`src/rtl/rej_sample_collector.sv`:
```
// Splits 24-bit squeeze chunks into two 12-bit candidates, keeps those < Q, streams them out with an index.
// Latency: chunk handshake at t -> coef_valid at t+1; up to 2 coefficients per chunk.
// Backpressure: in_ready only when the two-slot buffer drains this cycle; outputs hold while !coef_ready.
module rej_sample_collector #(
    parameter int unsigned Q      = 3329,
    parameter int unsigned N_COEF = 256,
    parameter int unsigned CNT_W  = 9
) (
    input  logic        clk,
    input  logic        rst,
    input  logic        start,
    input  logic [23:0] in_data,
    input  logic        in_valid,
    output logic        in_ready,
    output logic [11:0] coef_data,
    output logic [7:0]  coef_idx,
    output logic        coef_valid,
    input  logic        coef_ready,
    output logic        busy,
    output logic        done
);

    typedef enum logic {IDLE, RUN} state_t;

    state_t           state, state_nxt;
    logic [11:0]      slot0, slot1, slot0_nxt, slot1_nxt;
    logic [1:0]       pend_cnt, pend_nxt;
    logic [CNT_W-1:0] out_cnt, out_nxt;
    logic             done_nxt;

    logic             run, pop, load, last, acc1, acc2;
    logic [11:0]      d1, d2;
    logic [CNT_W:0]   cnt_after_pop;

    // b0 plus the low nibble of b1 form d1; b2 plus the high nibble of b1 form d2
    assign d1   = in_data[11:0];
    assign d2   = in_data[23:12];
    assign acc1 = d1 < 12'(Q);
    assign acc2 = d2 < 12'(Q);

    assign run           = (state == RUN);
    assign pop           = run && (pend_cnt != 2'd0) && coef_ready;
    assign cnt_after_pop = {1'b0, out_cnt} + (CNT_W+1)'(pop);
    // New chunks land only in an empty buffer, and never once the last index has been claimed
    assign in_ready      = run && (pend_cnt == {1'b0, pop}) && (cnt_after_pop < (CNT_W+1)'(N_COEF));
    assign load          = in_valid && in_ready;
    assign last          = pop && (out_cnt == CNT_W'(N_COEF - 1));

    assign busy       = run;
    assign coef_valid = run && (pend_cnt != 2'd0);
    assign coef_data  = run ? slot0 : 12'd0;
    assign coef_idx   = run ? out_cnt[7:0] : 8'd0;

    always_comb begin
        state_nxt = state;
        slot0_nxt = slot0;
        slot1_nxt = slot1;
        pend_nxt  = pend_cnt;
        out_nxt   = out_cnt;
        done_nxt  = 1'b0;
        case (state)
            IDLE: begin
                if (start) begin
                    state_nxt = RUN;
                    out_nxt   = '0;
                    pend_nxt  = 2'd0;
                end
            end
            RUN: begin
                if (pop) begin
                    out_nxt   = out_cnt + 1'b1;
                    slot0_nxt = slot1;
                    pend_nxt  = pend_cnt - 2'd1;
                end
                if (load) begin
                    pend_nxt  = {1'b0, acc1} + {1'b0, acc2};
                    slot0_nxt = acc1 ? d1 : d2;
                    slot1_nxt = d2;
                end
                // Final pop: anything still buffered belongs to no coefficient slot
                if (last) begin
                    state_nxt = IDLE;
                    pend_nxt  = 2'd0;
                    done_nxt  = 1'b1;
                end
            end
            default: state_nxt = IDLE;
        endcase
    end

    always_ff @(posedge clk) begin
        if (rst) begin
            state    <= IDLE;
            slot0    <= '0;
            slot1    <= '0;
            pend_cnt <= 2'd0;
            out_cnt  <= '0;
            done     <= 1'b0;
        end else begin
            state    <= state_nxt;
            slot0    <= slot0_nxt;
            slot1    <= slot1_nxt;
            pend_cnt <= pend_nxt;
            out_cnt  <= out_nxt;
            done     <= done_nxt;
        end
    end

endmodule
```
`config.mk`:
```
export PLATFORM = sky130hd
export DESIGN_NAME = rej_sample_collector
export DESIGN_NICKNAME = d
export VERILOG_FILES = /design/src/rtl/rej_sample_collector.sv
export SDC_FILE = /design/constraint.sdc
export NUM_CORES = 1
export LEC_CHECK = 0
export CORE_MARGIN = 3
export CORE_UTILIZATION = 52
export DETAILED_ROUTE_END_ITERATION = 8
export PLACE_DENSITY = 0.87
export SYNTH_ARGS = -nofsm -noshare
export SYNTH_HDL_FRONTEND = slang
export SYNTH_SLANG_ARGS = --single-unit
```
`constraint.sdc`:
```
create_clock -name clk -period 5.2 [get_ports clk]
set_input_delay 1.04 -clock clk [delete_from_list [all_inputs] [get_ports clk]]
set_output_delay 1.04 -clock clk [all_outputs]
set_load 0.05 [all_outputs]
```
# == Yosys cells after proc, flatten, opt, wreduce, memory -nomap -nowiden ==
# Index checks and enable logic that the tools add are counted.
# op_classes
add_sub_neg,4
mul,0
div_mod_pow,0
n_lt_le_gt_ge,3
eq_ne,5
shift,0
n_mux,17
bitwise,1
reduce_logical,13
# op_table
operator,count
two-way mux 12 bit,4
less-than comparator 12 bit (second input constant),2
two-way mux 9 bit,2
case mux 9 bit (2 select lines),1
adder 9 x 1 -> 10 bit,1
less-than comparator 10 x 9 -> 1 bit (second input constant),1
adder 9 x 1 -> 9 bit (second input constant),1
== test 9 x 8 -> 1 bit (second input constant),1
two-way mux 2 bit,4
two-way mux 8 bit,1
AND reduction 2 bit,4
logical AND 1 bit,6
!= test 4 x 1 -> 1 bit (second input constant),1
case mux 2 bit (2 select lines),1
nonzero test 2 bit,2
two-way mux 1 bit,3
adder 1 x 1 -> 2 bit,1
== test 2 x 1 -> 1 bit,1
!= test 2 x 1 -> 1 bit (second input constant),1
!= test 2 bit (second input constant),1
case mux 1 bit (2 select lines),1
OR reduction 2 bit,1
subtractor 2 x 1 -> 2 bit (second input constant),1
NOT 1 bit,1
# word_totals
register_bits,37
latchBits,0
ramBits,0
romBits,0
out_inout_bits,24
wordCells,49
memories,0

# == Logic depth before layout (Yosys ltp) ==
# Gate-level depths: netlist of run 1.
# depth
word_depth,10
mapped_depth,10

# == Worst setup path after synthesis of run 1 ==
# OpenSTA, ideal clock, no wires.
# synth_path
kind,input port to output port
start,input port coef_ready
end,output port in_ready
t_arrival_ps,2516
slack_ps,1644
stages,3
path_buffers,0
cell_sequence,and2b_2 xnor2_1 nor3_1
# synth_via
elab_chain_len,4
# synth_rtl
element,line,rtl
start: declaration,18,"input logic coef_ready,"
logical AND 1 bit *,42,assign pop = run && (pend_cnt != 2'd0) && coef_ready;
adder 9 x 1 -> 10 bit / == test 2 x 1 -> 1 bit (equally long branches),"43, 45",
less-than comparator 10 x 9 -> 1 bit / logical AND 1 bit (equally long branches),45,"assign in_ready = run && (pend_cnt == {1'b0, pop}) && (cnt_after_pop < (CNT_W+1)'(N_COEF));"
logical AND 1 bit *,45,
end: declaration,14,"output logic in_ready,"
# Every way passes the cells marked *; elsewhere a longest branch is shown, timed or not.

# == Worst setup path in the final report of run 1 ==
# Ends and elaborated chain as after synthesis.

==> results of run 1 <==
path summary, 6_finish.rpt:
kind | to | cells after the start | slack [ps] | from
setup reg to reg | slot0[1] | 7 | 2080 | pend_cnt[0]
setup / recovery | in_ready | 5 | 990 | coef_ready
hold reg to reg | slot0[3] | 2 | 450 | slot0[3]
hold / removal | slot0[3] | 2 | 450 | slot0[3]
synth_stat cells, types with 2 or more instances:
| master | count | area (um2) |
|---|---|---|
| a41oi_1 | 2 | 17.5 |
| a311oi_2 | 2 | 30.0 |
| nand2b_1 | 2 | 12.5 |
| clkbuf_1 | 7 | 26.3 |
| nand2_1 | 43 | 161 |
| or3_1 | 2 | 12.5 |
| dfxtp_1 | 37 | 741 |
| a221oi_1 | 8 | 70.1 |
| nand3b_1 | 4 | 30.0 |
| xnor2_1 | 2 | 17.5 |
| a2111oi_1 | 7 | 70.1 |
| o311ai_0 | 2 | 17.5 |
| buf_6 | 3 | 33.8 |
| nand4_1 | 4 | 25.0 |
| and2_1 | 21 | 131 |
| ha_1 | 4 | 50.1 |
| a21oi_1 | 19 | 95.1 |
| nor2_1 | 26 | 97.6 |
| nor3_1 | 3 | 15.0 |
| nor4_1 | 5 | 31.3 |
| o21ai_0 | 2 | 10.0 |
| inv_1 | 14 | 52.6 |
| nand3_1 | 6 | 30.0 |
| xor2_1 | 6 | 52.6 |
registers in the layout, indices dropped and copies added, names as in the netlist:
register	flops
done	1
out_cnt	9
slot0	12
slot1	12
busy	1
pend_cnt	2
area by class of cell:
class,count,area [um2],share of cell area
Clock buffer,6,82.6,0.0311
Clock inverter,2,13.8,0.00519
Inverter,14,52.6,0.0198
Multi-Input combinational cell,189,1160,0.437
Sequential cell,37,741,0.279
Tap cell,48,60.1,0.0227
Timing Repair Buffer,55,543,0.205
metrics by stage:
stage | hold WS, ps | setup WS [ps]
5_1_grt | 475 | 870
3_5_place_dp | 443 | 1020
2_1_floorplan | 430 | 1640
6_report | 453 | 992
3_3_place_gp | 440 | 1070
4_1_cts | 454 | 1010
layer usage:
layer  wire [um]  share of wire  up-vias
li1            -              -      989
met1        2150           0.42      936
met2        2530           0.50       74
met3         348          0.069        7
met4          53          0.010        0
met5           0              0        -
power breakdown:
group | internal [uW] | switching, uW
clock network | 107 | 101
logic | 54.2 | 74.8
registers | 298 | 7.39
worst max-delay path: cells and delay by family:
| kind | cells | cell delay, ps |
|---|---|---|
| AND/OR/NAND/NOR | 3 | 920 |
| buffers and inverters | 2 | 1210 |
cells by family after synthesis:
logic type	Yosys count	share of synthesized area
AND/OR/NAND/NOR	126	0.319
flip-flops	37	0.367
AO/OA/AOI/OAI	50	0.189
multiplexers	1	0.00557
buffers and inverters	26	0.0601
adder cells (fa/ha/maj)	4	0.0248
XOR/XNOR	8	0.0347
==> results.txt, run 1 <==
CTS clk-pin slew, worst paths: 80 ps
TNS Setup: 0 ps
total track usage: 0.233
RSZ-0062 raised after global routing: false
Slew @ Worst Pin: 936 ps
hpwl dp: 3670 um
DR WL/cell: 14.5 um
met3 GRT Util: 0.0509
worst-path maximum fanout: 13
leakage power: 0.000953 uW
Fmax achieved: 0.238 GHz
Cell Area, Synth: 0.00202 mm2
# rows: 22
status: finished clean
synth unique cells: 45
CP Class: primary input to output port
busiest layer in global routing: met2
Final Instance Area: 0.00265 mm2
final WL: 5080 um
average size of a mapped cell: 8.02 um2
Post-synth EDFFs: 0
Die W: 68.3 um
most common cell after layout, fill and taps aside: clkdlybuf4s50_1
vias in the first global route: 1867
MaxCap Viol Count: 0
synth warn: 0
most frequent cells in the layout: clkdlybuf4s50_1, nand2_1, dfxtp_1
die area: 0.00467 mm2
Mapped Nets: 285
slew margin rel.: 0.376
Placed Area: 0.00255 mm2
Total Power: 642 uW
CTS tree: built
Worst VDD drop: 0.189 mV
Worst path max stage delay: 710 ps
initial antenna violation count: 0
total CTS buffers: 5
I/O pin total: 53
Yosys reg bits: 37
fin crit period: 4210 ps
Clock Latency Late Sink: 290 ps
CTS H-tree lvls: 2
first-pass GRT wire length: 8240 um
Remaining DRCs: 0
setup bufs post-CTS: 0
Core ar.: 0.00372 mm2
largest net degree at the start of global routing: 33
synthesized instance count: 252
port bufs: 52
Slew Limit Fails: 0
Min-Delay Path Class: register to register
register area share after synthesis: 0.367
final clock skew: 9.59 ps
CTS Buffer Depth: 2
prevailing post-synth register cell: dfxtp_1
most used cell, CP: clkdlybuf4s50_1
CP cell instances: clkdlybuf4s50_1 > nand3b_1 > nor4_4 > nor3_1 > clkdlybuf4s50_1
1st-iter DRT viols: 123
worst endpoint required time: 4160 ps
final-report hold violation count: 0
routed vias: 2006
Power Density: 242 mW/mm2
Die Y: 68.3 um
Setup crit start kind: primary input
initial core utilization: 0.544
Period Utilization, post-route: 0.809
FILL cells: 289
area grow syn2layout: 31.2%
crit path DAT: 3170 ps
Sink Count: 37
routability cong.: 0.828
Crit-path slowest cell: clkdlybuf4s50_1
fin util: 0.713
endpoints failing setup: 0
Final #Nets: 335
Worst setup EP type: output port
Ant. Diodes: 0
CTS resizes: 0
GRT met1 Usage: 0.275
Remaining Overflow, GRT: 0
1st-pass router iterations: 4
layout cell share with drive strength beyond 1: 0.0693
DR vias/cell: 5.72
non-filler cells in the finished layout: 351
Clock Root Buffer: clkbuf_8
met2 Track Usage GR: 0.415
hold buffers post-CTS: 0
Cells after DPL: 343
DRT antenna net count: 0
ys async rst share: 0
Power figures use the tool's default switching activity.
==> run 2: changes to the inputs <==
Settings changed: CORE_UTILIZATION 52 to 48, PLACE_DENSITY 0.87 to 0.81.
Clock period 5.2 ns to 4 ns, I/O delays scaled along.
==> run 2 against run 1 <==
- combinational power rose by 29%
- power rose by 47%
- clock power grew 84%
- flip-flop and latch count unchanged
- sequential share of layout area shrank 0.47 points
- register-to-register slack got worse by 770 ps
- clock skew rose by 0.61 ps
- highest routed layer unchanged
==> results.txt, run 2 (synthesis gave the netlist of run 1 again) <==
status: finished clean (unchanged)
Setup crit start kind: primary input (unchanged)
hpwl dp: 3680 um (was 3670 um)
initial core utilization: 0.524 (was 0.544)
hold buffers post-CTS: 0 (unchanged)
RSZ-0062 raised after global routing: false (unchanged)
leakage power: 0.000974 uW (was 0.000953 uW)
worst-path maximum fanout: 4 (was 13)
Crit-path slowest cell: clkdlybuf4s50_1 (unchanged)
Final #Nets: 336 (was 335)
MaxCap Viol Count: 0 (unchanged)
Slew Limit Fails: 0 (unchanged)
final WL: 5220 um (was 5080 um)
Power Density: 351 mW/mm2 (was 242 mW/mm2)
Remaining Overflow, GRT: 0 (unchanged)
Cells after DPL: 344 (was 343)
Largest regs: slot0: 12 flops, slot1: 12 flops, out_cnt: 9 flops (unchanged)
worst endpoint required time: 3200 ps (was 4160 ps)
largest net degree at the start of global routing: 28 (was 33)
Clock Latency Late Sink: 290 ps (about the same)
initial antenna violation count: 0 (unchanged)
vias in the first global route: 1970 (was 1867)
routability cong.: 0.796 (was 0.828)
1st-iter DRT viols: 152 (was 123)
DR vias/cell: 5.73 (was 5.72)
worst reg2reg startpoint: pend_cnt[0] (unchanged)
final clock skew: 10.2 ps (was 9.59 ps)
Worst VDD drop: 0.314 mV (was 0.189 mV)
CP Class: primary input to output port (unchanged)
CTS resizes: 0 (unchanged)
Worst setup EP type: output port (unchanged)
Min-Delay Path Class: register to register (unchanged)
I/O pin total: 53 (unchanged)
area grow syn2layout: 33.4% (was 31.2%)
CTS H-tree lvls: 2 (unchanged)
most used cell, CP: clkdlybuf4s50_1 (unchanged)
total track usage: 0.216 (was 0.233)
DR WL/cell: 14.8 um (was 14.5 um)
Fmax achieved: 0.281 GHz
Ant. Diodes: 0 (unchanged)
Clock Root Buffer: clkbuf_8 (unchanged)
DRT antenna net count: 0 (unchanged)
Critical Path Sink: in_ready (unchanged)
worst reg2reg endpoint: slot0[1] (unchanged)
die area: 0.00502 mm2 (was 0.00467 mm2)
1st-pass router iterations: 4 (unchanged)
fin crit period: 3560 ps
total CTS buffers: 5 (unchanged)
Worst path max stage delay: 840 ps (was 710 ps)
worst reg-to-reg path cell count: 7 (unchanged)
non-filler cells in the finished layout: 352 (was 351)
# rows: 22 (unchanged)
Slew @ Worst Pin: 904 ps (was 936 ps)
first-pass GRT wire length: 8920 um (was 8240 um)
Die Y: 70.9 um (was 68.3 um)
final-report hold violation count: 0 (unchanged)
layout cell share with drive strength beyond 1: 0.0724 (was 0.0693)
CP cell instances: clkdlybuf4s50_1 > and2b_2 > xnor2_1 > nor3_1 > clkdlybuf4s50_1 (was clkdlybuf4s50_1 > nand3b_1 > nor4_4 > nor3_1 > clkdlybuf4s50_1)
routed vias: 2017 (was 2006)
CTS clk-pin slew, worst paths: 80 ps (about the same)
Critical path origin: coef_ready (unchanged)
CTS tree: built (unchanged)
worst reg2reg setup slack: 1310 ps (was 2080 ps)
most common cell after layout, fill and taps aside: clkdlybuf4s50_1 (unchanged)
port bufs: 52 (unchanged)
endpoints failing setup: 0 (unchanged)
Die W: 70.9 um (was 68.3 um)
setup bufs post-CTS: 0 (unchanged)
Period Utilization, post-route: 0.890
Remaining DRCs: 0 (unchanged)
Sink Count: 37 (unchanged)
CTS Buffer Depth: 2 (unchanged)
Core ar.: 0.00385 mm2 (was 0.00372 mm2)
slew margin rel.: 0.397 (was 0.376)
crit path DAT: 2760 ps (was 3170 ps)
TNS Setup: 0 ps (unchanged)
most frequent cells in the layout: clkdlybuf4s50_1, nand2_1, dfxtp_1 (unchanged)
-- run 2: cell types whose count changed in the layout (fill, tap and decap cells not counted), sizes merged --
cell,previous run,this run
clkinv,2,1
clkbuf,6,5
buf,3,4
bufinv,0,2
-- run 2: worst min-delay path by stage --
stage	from	end	depth (start not counted)
after floorplan	slot0[0]	slot0[0]	2
after global placement	slot0[3]	slot0[3]	2
after detailed placement	slot0[3]	slot0[3]	2
after CTS	slot0[3]	slot0[3]	2
after global routing	slot0[6]	slot0[6]	2
final	slot0[3]	slot0[3]	2
-- run 2: layer usage --
metal  wire (um)  track usage  part of all wire  vias to the layer above
li1            -            -                 -                      991
met1        2280        0.282              0.44                      946
met2        2530        0.361              0.48                       71
met3         340       0.0455             0.065                        9
met4          69       0.0605             0.013                        0
met5           0            0                 0                        -
-- run 2: worst max-delay path: cells and delay by family --
family	cells	cell delay, ps
and+or+nand+nor	2	490
xor gates and xnor gates	1	180
buffers and inverters	2	1280
-- run 2: where the power goes --
| part | switching [uW] | total (uW) | internal (uW) |
|---|---|---|---|
| clock | 134 | 382 | 248 |
| sequential | 11.7 | 399 | 387 |
| combinational | 95.2 | 166 | 70.5 |
| total | 241 | 946 | 705 |
-- run 2: cell type report --
class	count	area, um2
repair buffers	56	551
clock inverters	3	65.1
flip-flops and latches	37	741
inverters	14	52.6
fillers	329	1160
well taps	48	60.1
clock buffers	5	68.8
multi-input cells	189	1160
-- run 2: metrics by stage --
stage	total power, uW	hold slack, ps	instance area [um2]	setup WS (ps)	util
6_report	946	454	2700	441	0.700
5_1_grt	980	479	2700	407	0.700
4_1_cts	946	454	2700	461	0.700
3_5_place_dp	571	443	2560	470	0.665
3_3_place_gp	568	439	2560	517	0.665
2_1_floorplan	505	430	2020	924	-
